`config.mk`:
```
export PLATFORM = sky130hd
export DESIGN_NAME = alu_function_sequencer
export DESIGN_NICKNAME = d
export VERILOG_FILES = /design/src/rtl/alu_function_sequencer.sv
export SDC_FILE = /design/constraint.sdc
export NUM_CORES = 1
export LEC_CHECK = 0
export CAP_MARGIN = 30
export CORE_MARGIN = 2
export CORE_UTILIZATION = 52
export CTS_CLUSTER_SIZE = 24
export DETAILED_ROUTE_END_ITERATION = 16
export GPL_TIMING_DRIVEN = 0
export MAX_ROUTING_LAYER = met4
export PLACE_DENSITY_LB_ADDON = 0.25
export SLEW_MARGIN = 15
export SYNTH_ARGS = -nofsm -noshare
export SYNTH_HDL_FRONTEND = slang
export SYNTH_SLANG_ARGS = --single-unit
```
`constraint.sdc`:
```
create_clock -name clk -period 6.3 [get_ports clk]
set_clock_uncertainty 0.2 [all_clocks]
set_input_delay 0.945 -clock clk [delete_from_list [all_inputs] [get_ports clk]]
set_output_delay 0.945 -clock clk [all_outputs]
set_load 0.005 [all_outputs]
```
`src/rtl/alu_function_sequencer.sv`:
```
// ALU sequencer: captures a one-hot function select and operands on start, waits a
// settle interval, then latches result and flags and pulses done.
module alu_function_sequencer #(
   parameter int unsigned WIDTH         = 8,
   parameter int unsigned SETTLE_CYCLES = 3
) (
   input  logic             clk,
   input  logic             rst_n,
   input  logic             start,
   input  logic [7:0]       op_onehot,
   input  logic [WIDTH-1:0] b_reg,
   input  logic [WIDTH-1:0] c_reg,
   output logic             busy,
   output logic             done,
   output logic [WIDTH-1:0] result,
   output logic             carry,
   output logic             zero,
   output logic             sign,
   output logic             op_error
);

   typedef enum logic [1:0] {
      IDLE   = 2'd0,
      SETTLE = 2'd1,
      LATCH  = 2'd2
   } state_t;

   localparam logic [3:0] CNT_LOAD = 4'(SETTLE_CYCLES - 1);

   state_t           state_q;
   logic [3:0]       cnt_q;
   logic [7:0]       op_q;
   logic [WIDTH-1:0] b_q;
   logic [WIDTH-1:0] c_q;
   logic             busy_q;
   logic             done_q;
   logic [WIDTH-1:0] result_q;
   logic             carry_q;
   logic             zero_q;
   logic             sign_q;
   logic             op_error_q;

   logic [WIDTH:0]   ext_d;
   logic [WIDTH-1:0] result_d;
   logic             carry_d;
   logic             op_error_d;

   // Any select that is not exactly one-hot falls to the default arm and yields zero.
   always_comb begin
      ext_d = '0;
      case (op_q)
         8'b1000_0000: ext_d = {1'b0, b_q} + {1'b0, c_q};
         8'b0100_0000: ext_d = {1'b0, b_q} + (WIDTH+1)'(1);
         8'b0010_0000: ext_d = {1'b0, b_q & c_q};
         8'b0001_0000: ext_d = {1'b0, b_q | c_q};
         8'b0000_1000: ext_d = {1'b0, b_q ^ c_q};
         8'b0000_0100: ext_d = {1'b0, ~b_q};
         8'b0000_0010: ext_d = {1'b0, b_q[WIDTH-2:0], b_q[WIDTH-1]};
         default:      ext_d = '0;
      endcase
      result_d   = ext_d[WIDTH-1:0];
      carry_d    = ext_d[WIDTH];
      op_error_d = (op_q == 8'd0) || ((op_q & (op_q - 8'd1)) != 8'd0);
   end

   always_ff @(posedge clk or negedge rst_n) begin
      if (!rst_n) begin
         state_q    <= IDLE;
         cnt_q      <= '0;
         op_q       <= '0;
         b_q        <= '0;
         c_q        <= '0;
         busy_q     <= 1'b0;
         done_q     <= 1'b0;
         result_q   <= '0;
         carry_q    <= 1'b0;
         zero_q     <= 1'b0;
         sign_q     <= 1'b0;
         op_error_q <= 1'b0;
      end else begin
         done_q <= 1'b0;
         case (state_q)
            IDLE: begin
               if (start) begin
                  op_q    <= op_onehot;
                  b_q     <= b_reg;
                  c_q     <= c_reg;
                  cnt_q   <= CNT_LOAD;
                  busy_q  <= 1'b1;
                  state_q <= SETTLE;
               end
            end
            SETTLE: begin
               if (cnt_q == 4'd0) begin
                  state_q <= LATCH;
               end else begin
                  cnt_q <= cnt_q - 4'd1;
               end
            end
            LATCH: begin
               result_q   <= result_d;
               carry_q    <= carry_d;
               zero_q     <= (result_d == '0);
               sign_q     <= result_d[WIDTH-1];
               op_error_q <= op_error_d;
               done_q     <= 1'b1;
               busy_q     <= 1'b0;
               state_q    <= IDLE;
            end
            default: state_q <= IDLE;
         endcase
      end
   end

   assign busy     = busy_q;
   assign done     = done_q;
   assign result   = result_q;
   assign carry    = carry_q;
   assign zero     = zero_q;
   assign sign     = sign_q;
   assign op_error = op_error_q;

endmodule

```
Word-level counts from Yosys, hierarchy flattened
Index checks and enable logic that the tools add are counted.
{"block": "op_classes", "addsub": 4, "multipliers": 0, "div_mod_pow": 0, "n_lt_le_gt_ge": 0, "eq_ne": 12, "n_shift": 0, "muxes": 10, "bitwise_logic": 5, "n_reduce_logical": 12}
{"operator": "9-bit case mux with 7 select lines", "count": 1}
{"operator": "8-bit bitwise AND", "count": 2}
{"operator": "8-bit logical NOT", "count": 2}
{"operator": "8-bit by 1-bit adder with 9-bit output (second input constant)", "count": 1}
{"operator": "8-bit by 8-bit adder with 9-bit output", "count": 1}
{"operator": "8-bit by 2-bit equality test with 1-bit output (second input constant)", "count": 1}
{"operator": "8-bit by 3-bit equality test with 1-bit output (second input constant)", "count": 1}
{"operator": "8-bit by 4-bit equality test with 1-bit output (second input constant)", "count": 1}
{"operator": "8-bit by 5-bit equality test with 1-bit output (second input constant)", "count": 1}
{"operator": "8-bit by 6-bit equality test with 1-bit output (second input constant)", "count": 1}
{"operator": "8-bit by 7-bit equality test with 1-bit output (second input constant)", "count": 1}
{"operator": "8-bit equality test (second input constant)", "count": 1}
{"operator": "4-bit 2-to-1 mux", "count": 2}
{"operator": "8-bit NOT", "count": 1}
{"operator": "8-bit OR", "count": 1}
{"operator": "4-bit case mux with 2 select lines", "count": 1}
{"operator": "8-bit nonzero test", "count": 1}
{"operator": "8-bit by 1-bit subtractor with 8-bit output (second input constant)", "count": 1}
{"operator": "8-bit XOR", "count": 1}
{"operator": "2-bit inequality test (second input constant)", "count": 3}
{"operator": "2-bit AND reduction", "count": 3}
{"operator": "4-bit logical NOT", "count": 1}
{"operator": "2-bit 2-to-1 mux", "count": 2}
{"operator": "2-bit case mux with 2 select lines", "count": 1}
{"operator": "9 further kinds", "count": 11}
{"block": "totals", "ff_bits": 44, "latch_bits": 0, "ram_bits": 0, "romBits": 0, "inputBits": 27, "output_inout_bits": 14, "elab_cells": 55, "memories": 0}

Logic depth before layout (Yosys ltp)
Gate-level depths: netlist of the first run.
{"block": "logic_depth", "depth_word": 4, "depth_mapped": 12, "depth_no_buf": 11}

Worst setup path before layout of the first run
Ideal clock, no wire load.
{"block": "synth_timing", "kind": "reg2reg", "start": "register op_q[3]", "end": "register zero_q (netlist: zero)", "setup_ns": 0.103, "arrival_time_ns": 2.698, "t_required_ns": 5.997, "path_slack_ns": 3.298, "stages_incl_launch_ff": 12, "n_path_buf": 1, "synth_period_minus_slack_ns": 3.002, "path_cell_list": "dfrtp_1 -> buf_2 -> nor3_1 -> nand4b_1 -> and2_1 -> fa_1 -> a211oi_1 -> nor3b_1 -> o22ai_1 -> xnor2_1 -> o21ai_0 -> o41ai_2"}
{"block": "synth_between", "elab_chain_cells": 3, "word_cells_on_any_way": 9, "classes_between": "eq/ne: 7; mux: 1; reduce/logical: 1"}
{"item": "start: declaration", "line_no": "32", "text": "logic [7:0] op_q;"}
{"item": "start signal: assignment", "line_no": "85", "text": "op_q <= op_onehot;"}
{"item": "8-bit by 2-bit equality test with 1-bit output (tied with other cells)", "line_no": "51", "text": "case (op_q)"}
{"item": "9-bit case mux with 7 select lines *", "line_no": "51"}
{"item": "8-bit logical NOT *", "line_no": "103", "text": "zero_q <= (result_d == '0);"}
{"item": "end signal: assignment", "line_no": "103"}
{"item": "end: declaration", "line_no": "39", "text": "logic zero_q;"}
Mark *: on every way between the ends. The rest lies on a longest branch, timed or not.
A chain may end at the register's enable or synchronous reset.

Final worst setup path of the first run
{"block": "layout_timing", "start": "register op_q[5]", "end": "register zero_q (netlist: zero)"}
Same word-level chain as after synthesis.

==> results of run 1 <==
[cell usage after synthesis (2+ instances only)]
master,instances
nor3_2,3
mux2_2,9
clkbuf_1,5
xor2_1,3
or4_1,2
a21oi_1,7
ha_1,26
and2_1,7
buf_6,2
nand3_1,8
xnor2_1,2
o21ai_0,24
o21bai_1,3
o2bb2ai_1,5
nand4b_1,2
o22ai_1,7
nor3_1,6
a31oi_1,3
nor4_1,3
and4_1,2
or2_2,2
nor2_1,17
dfrtp_1,43
nor4_2,2
o31ai_1,2
buf_2,5
a22o_1,8
inv_1,22
a211oi_1,3
nand2_1,30
nor3b_1,4
and3_1,2
nor2b_1,2
[report_power, final]
part / leakage (nW) / switching, mW / internal, mW
Combinational: 0.911 / 0.383 / 0.343
Sequential: 0.534 / 0.113 / 0.393
Clock: 0.0371 / 0.0886 / 0.0740
[path summary, 6_finish.rpt]
path                       startpoint         to  cells after the start
setup / recovery              op_q[5]       zero                     10
hold / removal              result[4]  result[4]                      2
setup reg to reg              op_q[5]       zero                     10
hold reg to reg             result[4]  result[4]                      2
max in group asynchronous       rst_n       busy                      2
min in group asynchronous       rst_n     c_q[1]                      1
[layer usage]
| metal | vias to the layer above | global-route usage (%) | share of wire (%) |
|---|---|---|---|
| li1 | 1117 | - | - |
| met1 | 1103 | 30.8 | 48 |
| met2 | 59 | 35.3 | 47 |
| met3 | 7 | 4.03 | 3.8 |
| met4 | 0 | 7.27 | 1.6 |
| met5 | - | - | 0 |
[tightest hold or removal path, stage by stage (launching register included)]
cell and delay (ns):
dfrtp_1 0.35, nand2_1 0.05, o21ai_0 0.06
[cell type report]
type | instances | share of cell area [%]
Multi-Input combinational cell | 208 | 44.9
Sequential cell | 43 | 32.5
Timing Repair Buffer | 42 | 12.9
Tap cell | 70 | 2.65
Inverter | 23 | 2.61
Buffer | 13 | 2.23
Clock buffer | 6 | 2.19
[stage by stage]
step	hold WS, ns	setup slack (ns)	cell area [um2]
finish	0.281	2.67	3310
global route	0.312	2.28	3310
CTS	0.286	2.71	3300
detailed placement	0.269	2.76	3230
global placement	0.260	2.82	3210
floorplan	0.256	3.30	2720
[cells by family (layout without fill, tap and decap cells)]
| kind of cell | after synthesis | count (layout) | synth area share (%) |
|---|---|---|---|
| simple gates | 96 | 96 | 18.9 |
| compound gates | 69 | 69 | 16.9 |
| flops | 43 | 43 | 39.6 |
| buf+inv | 36 | 84 | 5.89 |
| fa+ha+maj | 28 | 28 | 13.1 |
| mux | 10 | 10 | 4.09 |
| xor+xnor | 5 | 5 | 1.61 |
[flip-flops by register name, indices dropped and copies added (netlist names), 2 cells and up]
name,flops
b_q,8
cnt_q,4
result,8
state_q,2
op_q,8
c_q,8
==> flow_summary.toml, run 1 <==
[global_route]
grt_max_degree = 24
grt_antenna_before_repair = 0
grt_pass1_wl_um = 10300
grt_pass1_vias = 2179
grt_overflow = 0
grtUsageTotal_pct = 22.8

[layout]
fill_cells = 452
final_common_cell = "dfrtp_1"
finalCoreUtilization_pct = 65.2
nets = 390
drive_above_1_share_pct = 10.1
multiInputGateArea_mm2 = 0.00148
fin_cells = 405
antennaDiodeCount = 0
area_delta_synth_final_pct = 21.6
ff_latch_area_mm2 = 0.00108
layout_common_cells = "dfrtp_1, clkdlybuf4s50_1, nand2_1"

[yosys]
syn_inst = 287
synth_ff_type = "dfrtp_1"
syn-cell-area_mm2 = 0.00272
synthArstFlopShare_pct = 100
yosys.area.top_type_share_pct = 39.6
synthTopCellsByArea = "dfrtp_1, ha_1, o21ai_0"
syn_avg_cell_area_um2 = 9.48
yosysUniqueCellTypes = 49
synth_largest_area_cell = "dfrtp_1"
synth_warnings = 0
synth_edf_count = 0
synth_fp_nets = 341
ys_ff_latch = 43
synth-seq-area-share_pct = 39.6

[run_status]
status = "finished clean"

[worst_setup_path]
regToRegSetupSlack_ns = 2.67
worst-path-buf-inv = 0
cp.arrival_ns = 3.62
slowest_stage = "dfrtp_1"
cp.required_ns = 6.29
crit_family = "simple AND/OR/NAND/NOR gates"
endpoint_kind = "flop"
critical_path_class = "flop to flop"
crit_fanout = 8
cp_common_cell = "nor3_1"
cpPeakStageDelay_ns = 0.45
crit_chain = "nor3_1 > nand4b_1 > and2_1 > fa_1 > a211oi_1 > o21bai_1 > nor3b_1 > nor3_1 > nand4_1 > o41ai_2"
cp-start-kind = "flop"

[clock_tree]
cts_root_buffer = "clkbuf_8"
cts_made_buffers = 5
clk_pin_slew_worst_paths_ns = 0.08
clock_latency_ns = 0.30
cts_max_path_buffers = 2
postCtsHoldBufs = 0
htree_levels = 2
postCtsResizedCells = 0
cts_tree = "yes"
cts_setup_buffers = 0
clock_sinks = 43

[detailed_routing]
drc = 0
dr.first_iter.drc_count = 154
antenna_left = 0
vias = 2286
via_per_inst = 5.64
routed_wl_um = 6030
routedWlPerCell_um = 14.9
first_pass_iters = 4

[floorplan]
design.core.area_mm2 = 0.00507
ios = 41
start_util_pct = 53.6
fp.dieH_um = 76.3
dieArea_mm2 = 0.00583
die_x_um = 76.3
fp-row-count = 26

[hold_path]
hold_class = "flop to flop"

[pwr]
power_density_mw_per_mm2 = 422
totalPowerFinal_mw = 1.39
leakagePower_nw = 1.48
peakVddDrop_uv = 246

[sta]
fin_crit_sh_pct = 57.6
slew-limit-headroom_pct = 61.3
slew_viol_final = 0
worstMarginPinSlew_ns = 0.581
period_needed_ns = 3.63
tns_ns = 0
rsz0062_at_grt = "no"
hold_viol_final = 0
setup_viol = 0
max_freq_ghz = 0.275

[run]
cap_violations = 0

[place]
place_inst = 398
io_buffers = 40
routabilityCongestion = 0.943
dp_hpwl_um = 4580
Power figures use the tool's default switching activity.
==> run 2, diff against run 1 <==
Clock period 6.3 ns to 3.6 ns, I/O delays scaled along.
==> run 2 against run 1 <==
- sequential share of layout area decreased by 0.30 points
- setup slack got worse by 2.4 ns
- core utilization increased by 0.62 points
- critical endpoint unchanged
- largest cell class unchanged
- via count decreased by 0.74%
==> flow_summary.toml, run 2 (same netlist as run 1, synthesis figures left out) <==
[clock_tree]
htree_levels = 2
clock_latency_ns = 0.30
cts_max_path_buffers = 2
cts_made_buffers = 5
cts_root_buffer = "clkbuf_8"
clk_pin_slew_worst_paths_ns = 0.08
cts_tree = "yes"
clock_sinks = 43

[worst_setup_path]
cp.arrival_ns = 3.28
startpoint = "op_q[1]"
crit_fanout = 7
r2r-start = "op_q[1]"
critical_path_class = "flop to flop"
endpoint_kind = "flop"
regToRegSetupSlack_ns = 0.31
worst-r2r-cell-count = 11
cp-start-kind = "flop"
cp.required_ns = 3.59
r2r-end = "zero"

[place]
place_inst = 398
io_buffers = 40
dp_hpwl_um = 4580
routabilityCongestion = 0.943

[sta]
whs_ns = 0.0102
rsz0062_at_grt = "no"
slew-limit-headroom_pct = 60.6
tns_ns = 0
max_freq_ghz = 0.304
worstMarginPinSlew_ns = 0.592
hold_viol_final = 0
slew_viol_final = 0
period_needed_ns = 3.29
fin_crit_sh_pct = 91.4
setup_viol = 0

[layout]
drive_above_1_share_pct = 11.3
area_delta_synth_final_pct = 22.8
nets = 392
layout_common_cells = "dfrtp_1, clkdlybuf4s50_1, nand2_1"
fin_cells = 407
antennaDiodeCount = 0
final_common_cell = "dfrtp_1"
finalCoreUtilization_pct = 65.8

[global_route]
use_met1_pct = 30.8
grt_overflow = 0
gr-max-usage-layer = "met2"
grt_use_met3_pct = 4.03
grt_antenna_before_repair = 0
grt_pass1_wl_um = 10300
grtUsageTotal_pct = 22.8
grt_pass1_vias = 2179
grtUsageMet2_pct = 35.3
grt_max_degree = 24

[floorplan]
fp.dieH_um = 76.3
fp-row-count = 26
start_util_pct = 53.6
ios = 41
design.core.area_mm2 = 0.00507
dieArea_mm2 = 0.00583
die_x_um = 76.3

[pwr]
totalPowerFinal_mw = 2.46
leakagePower_nw = 1.50
power_density_mw_per_mm2 = 736
peakVddDrop_uv = 438

[detailed_routing]
dr.first_iter.drc_count = 114
first_pass_iters = 5
routed_wl_um = 6060
drc = 0
via_per_inst = 5.57
vias = 2269
routedWlPerCell_um = 14.9
antenna_left = 0

[hold_path]
hold_class = "input port to asynchronous set/reset pin"

[run_status]
status = "finished clean"

[run]
cap_violations = 0
## run 2: per-layer routing
layer / vias to the layer above / wire, um / part of all wire, %
met1: 1095 / 2880 / 47
met5: - / 0 / 0
met3: 5 / 275 / 4.5
met2: 54 / 2830 / 47
met4: 0 / 75 / 1.2
li1: 1115 / - / -
## run 2: what timing repair did
item,CTS,global route
hold buffers,0,0
buffers inserted,0,2
setup endpoints to repair,0,5
resized for setup,0,3
## run 2: area by class of cell
class	count	area [um2]
plain buffers	13	73.8
clock buffers	6	72.6
fillers	449	1740
inverters	23	86.3
multi-input cells	208	1500
flip-flops and latches	43	1080
well taps	70	87.6
repair buffers	44	443
## run 2: how the worst max path moves through the flow
stage,slack (ns),endpoint,depth (start not counted)
after global placement,0.12,zero,10
after CTS,0.006,zero,10
after detailed placement,0.06,zero,10
final,0.31,zero,11
after floorplan,0.60,zero,11
after global routing,0.03,zero,11
## run 2: power by group
part	switching (mW)	internal (mW)
registers	0.205	0.687
logic	0.673	0.606
clock network	0.156	0.129
## run 2: worst max-delay path: stages (launching register included)
cell,delay [ns]
dfrtp_1,0.50
nor3_4,0.29
nand4b_1,0.12
buf_4,0.17
and2_1,0.18
fa_1,0.43
a211oi_1,0.31
nor3b_1,0.13
o22ai_1,0.22
xnor2_1,0.14
o21ai_0,0.15
o41ai_2,0.34
## run 2: stage by stage
step / area, um2 / worst slack, ns
after detailed placement: 3230 / 0.0609
after global placement: 3210 / 0.115
after CTS: 3300 / 0.00629
after global routing: 3340 / 0.0334
after floorplan: 2720 / 0.598
final: 3340 / 0.308
==> run 3, diff against run 2 <==
Settings changed: CELL_PAD_IN_SITES_DETAIL_PLACEMENT from default to 2, CELL_PAD_IN_SITES_GLOBAL_PLACEMENT from default to 2, CORE_UTILIZATION 52 to 34.
==> run 3 against run 2 <==
- highest routed layer unchanged
- clock-buffer cell count increased by 1
- first-iteration DRC count down 20%
- die area grew 50%
- clock power is 7.7% higher
- setup slack got worse by 0.0025 ns
- register-to-register slack about the same
- worst hold slack better by 0.029 ns
- via count grew 3.9%
- sequential share of layout area is 0.61 points lower
- critical path depth unchanged
- routed wire length grew 28%
- maximum frequency barely moved
==> flow_summary.toml, run 3 (same netlist as run 1, synthesis figures left out) <==
[run_status]
status = "finished clean"

[pwr]
p_seq_share_pct = 35.6
p_sw_share_pct = 43.6
leakagePower_nw = 1.51
power_density_mw_per_mm2 = 752
peakVddDrop_uv = 306
intPower_mw = 1.44
p_comb_share_pct = 52.4
switchingPower_mw = 1.12
power_frac_clock_pct = 12.0

[detailed_routing]
drc = 0
antenna_left = 0
via_per_inst = 5.33
routedWlPerCell_um = 17.5
routed_wl_um = 7740
first_pass_iters = 4
dr.first_iter.drc_count = 91
vias = 2357

[worst_setup_path]
regToRegSetupSlack_ns = 0.31
endpoint_kind = "flop"
slowest_stage = "dfrtp_1"
r2r-end = "zero"
critical_path_class = "flop to flop"
cpPeakStageDelay_ns = 0.49
cp.arrival_ns = 3.30
worst-r2r-cell-count = 11
crit_fanout = 7
r2r-start = "op_q[5]"
crit_chain = "nor3_4 > nand4b_1 > buf_4 > and2_1 > ha_1 > a21o_1 > a211oi_1 > nor3_1 > nor4_2 > nand3_1 > o41ai_2"
cp-start-kind = "flop"
cp.required_ns = 3.60

[place]
io_buffers = 40
routabilityCongestion = 0.850
dp_hpwl_um = 5970
placed_cell_area_mm2 = 0.00328

[layout]
antennaDiodeCount = 0
layout_common_cells = "dfrtp_1, clkdlybuf4s50_1, nand2_1"
drive_above_1_share_pct = 12.4
nets = 393
fill_cells = 877
stdcell_area_mm2 = 0.00341
final_common_cell = "dfrtp_1"
area_delta_synth_final_pct = 25.3

[global_route]
grt_overflow = 0
grt_pass1_vias = 2526
grtUsageTotal_pct = 19.6
grt_pass1_wl_um = 12900
grt_antenna_before_repair = 0
grt_max_degree = 23

[floorplan]
fp.dieH_um = 93.4
ios = 41
design.core.area_mm2 = 0.00773
start_util_pct = 35.2
die_x_um = 93.4
dieArea_mm2 = 0.00873
fp-row-count = 32

[sta]
max_freq_ghz = 0.304
whs_ns = 0.0388
slew-limit-headroom_pct = 59.8
rsz0062_at_grt = "no"
setup_viol = 0
slew_viol_final = 0
worstMarginPinSlew_ns = 0.603
hold_viol_final = 0
fin_crit_sh_pct = 91.5
period_needed_ns = 3.29

[clock_tree]
cts_max_path_buffers = 2
cts_made_buffers = 5
clock_latency_ns = 0.30
htree_levels = 2
clock_sinks = 43
cts_root_buffer = "clkbuf_8"
clk_pin_slew_worst_paths_ns = 0.09
cts_tree = "yes"
postCtsHoldBufs = 0

[run]
cap_violations = 0

[hold_path]
hold_class = "input port to asynchronous set/reset pin"
run 3: area by class of cell:
cell class / count / area (um2) / share of cell area [%]
plain buffers: 13 / 73.8 / 2.17
flip-flops and latches: 43 / 1080 / 31.6
multi-input cells: 208 / 1510 / 44.3
clock inverters: 1 / 5.00 / 0.147
clock buffers: 7 / 76.3 / 2.24
well taps: 102 / 128 / 3.74
inverters: 23 / 86.3 / 2.53
repair buffers: 45 / 450 / 13.2
run 3: metrics by stage:
step	std cells	power, mW	worst slack (ns)	TNS (ns)	utilization [%]
finish	442	2.56	0.306	0	44.1
global route	442	2.83	0.0127	0	44.1
detailed placement	431	2.23	-0.155	-0.296	42.4
global placement	429	2.16	0.000427	0	42.0
floorplan	287	1.76	0.598	0	-
CTS	441	2.56	0.0498	0	43.6
run 3: power groups by stage:
stage / Clock, mW / Combinational (mW) / Sequential [mW]
floorplan: 0 / 0.917 / 0.845
global placement: 0 / 1.26 / 0.901
global route: 0.336 / 1.55 / 0.948
CTS: 0.319 / 1.34 / 0.901
detailed placement: 0 / 1.32 / 0.909
finish: 0.307 / 1.34 / 0.911
run 3: what timing repair did:
item                                    4_1_cts  5_1_grt
pin swaps                                     1        1
setup buffers                                 2        1
endpoints found under the setup margin        2        5
gates resized for setup                       0        6
run 3: worst max-delay path, delay by kind of cell (launching register included):
kind                     cells  cell delay [ns]
AND/OR/NAND/NOR              6             1.30
AO/OA/AOI/OAI                3             0.72
flip-flops                   1             0.49
adder cells (fa/ha/maj)      1             0.30
buffers and inverters        1             0.18
run 3: how the worst max path moves through the flow:
stage / start / to / slack [ns] / cells after the start
global route: op_q[2] / zero / 0.01 / 12
floorplan: op_q[3] / zero / 0.60 / 11
detailed placement: op_q[5] / zero / -0.15 / 10
CTS: op_q[5] / zero / 0.05 / 10
finish: op_q[5] / zero / 0.31 / 11
global placement: op_q[1] / zero / 0.0004 / 10
run 3: layer usage:
metal | wire [um] | vias up | global-route usage, %
li1 | - | 1127 | -
met1 | 3540 | 1195 | 24.5
met2 | 3950 | 29 | 33.9
met3 | 173 | 6 | 2.90
met4 | 71 | 0 | 4.04
met5 | 0 | - | -
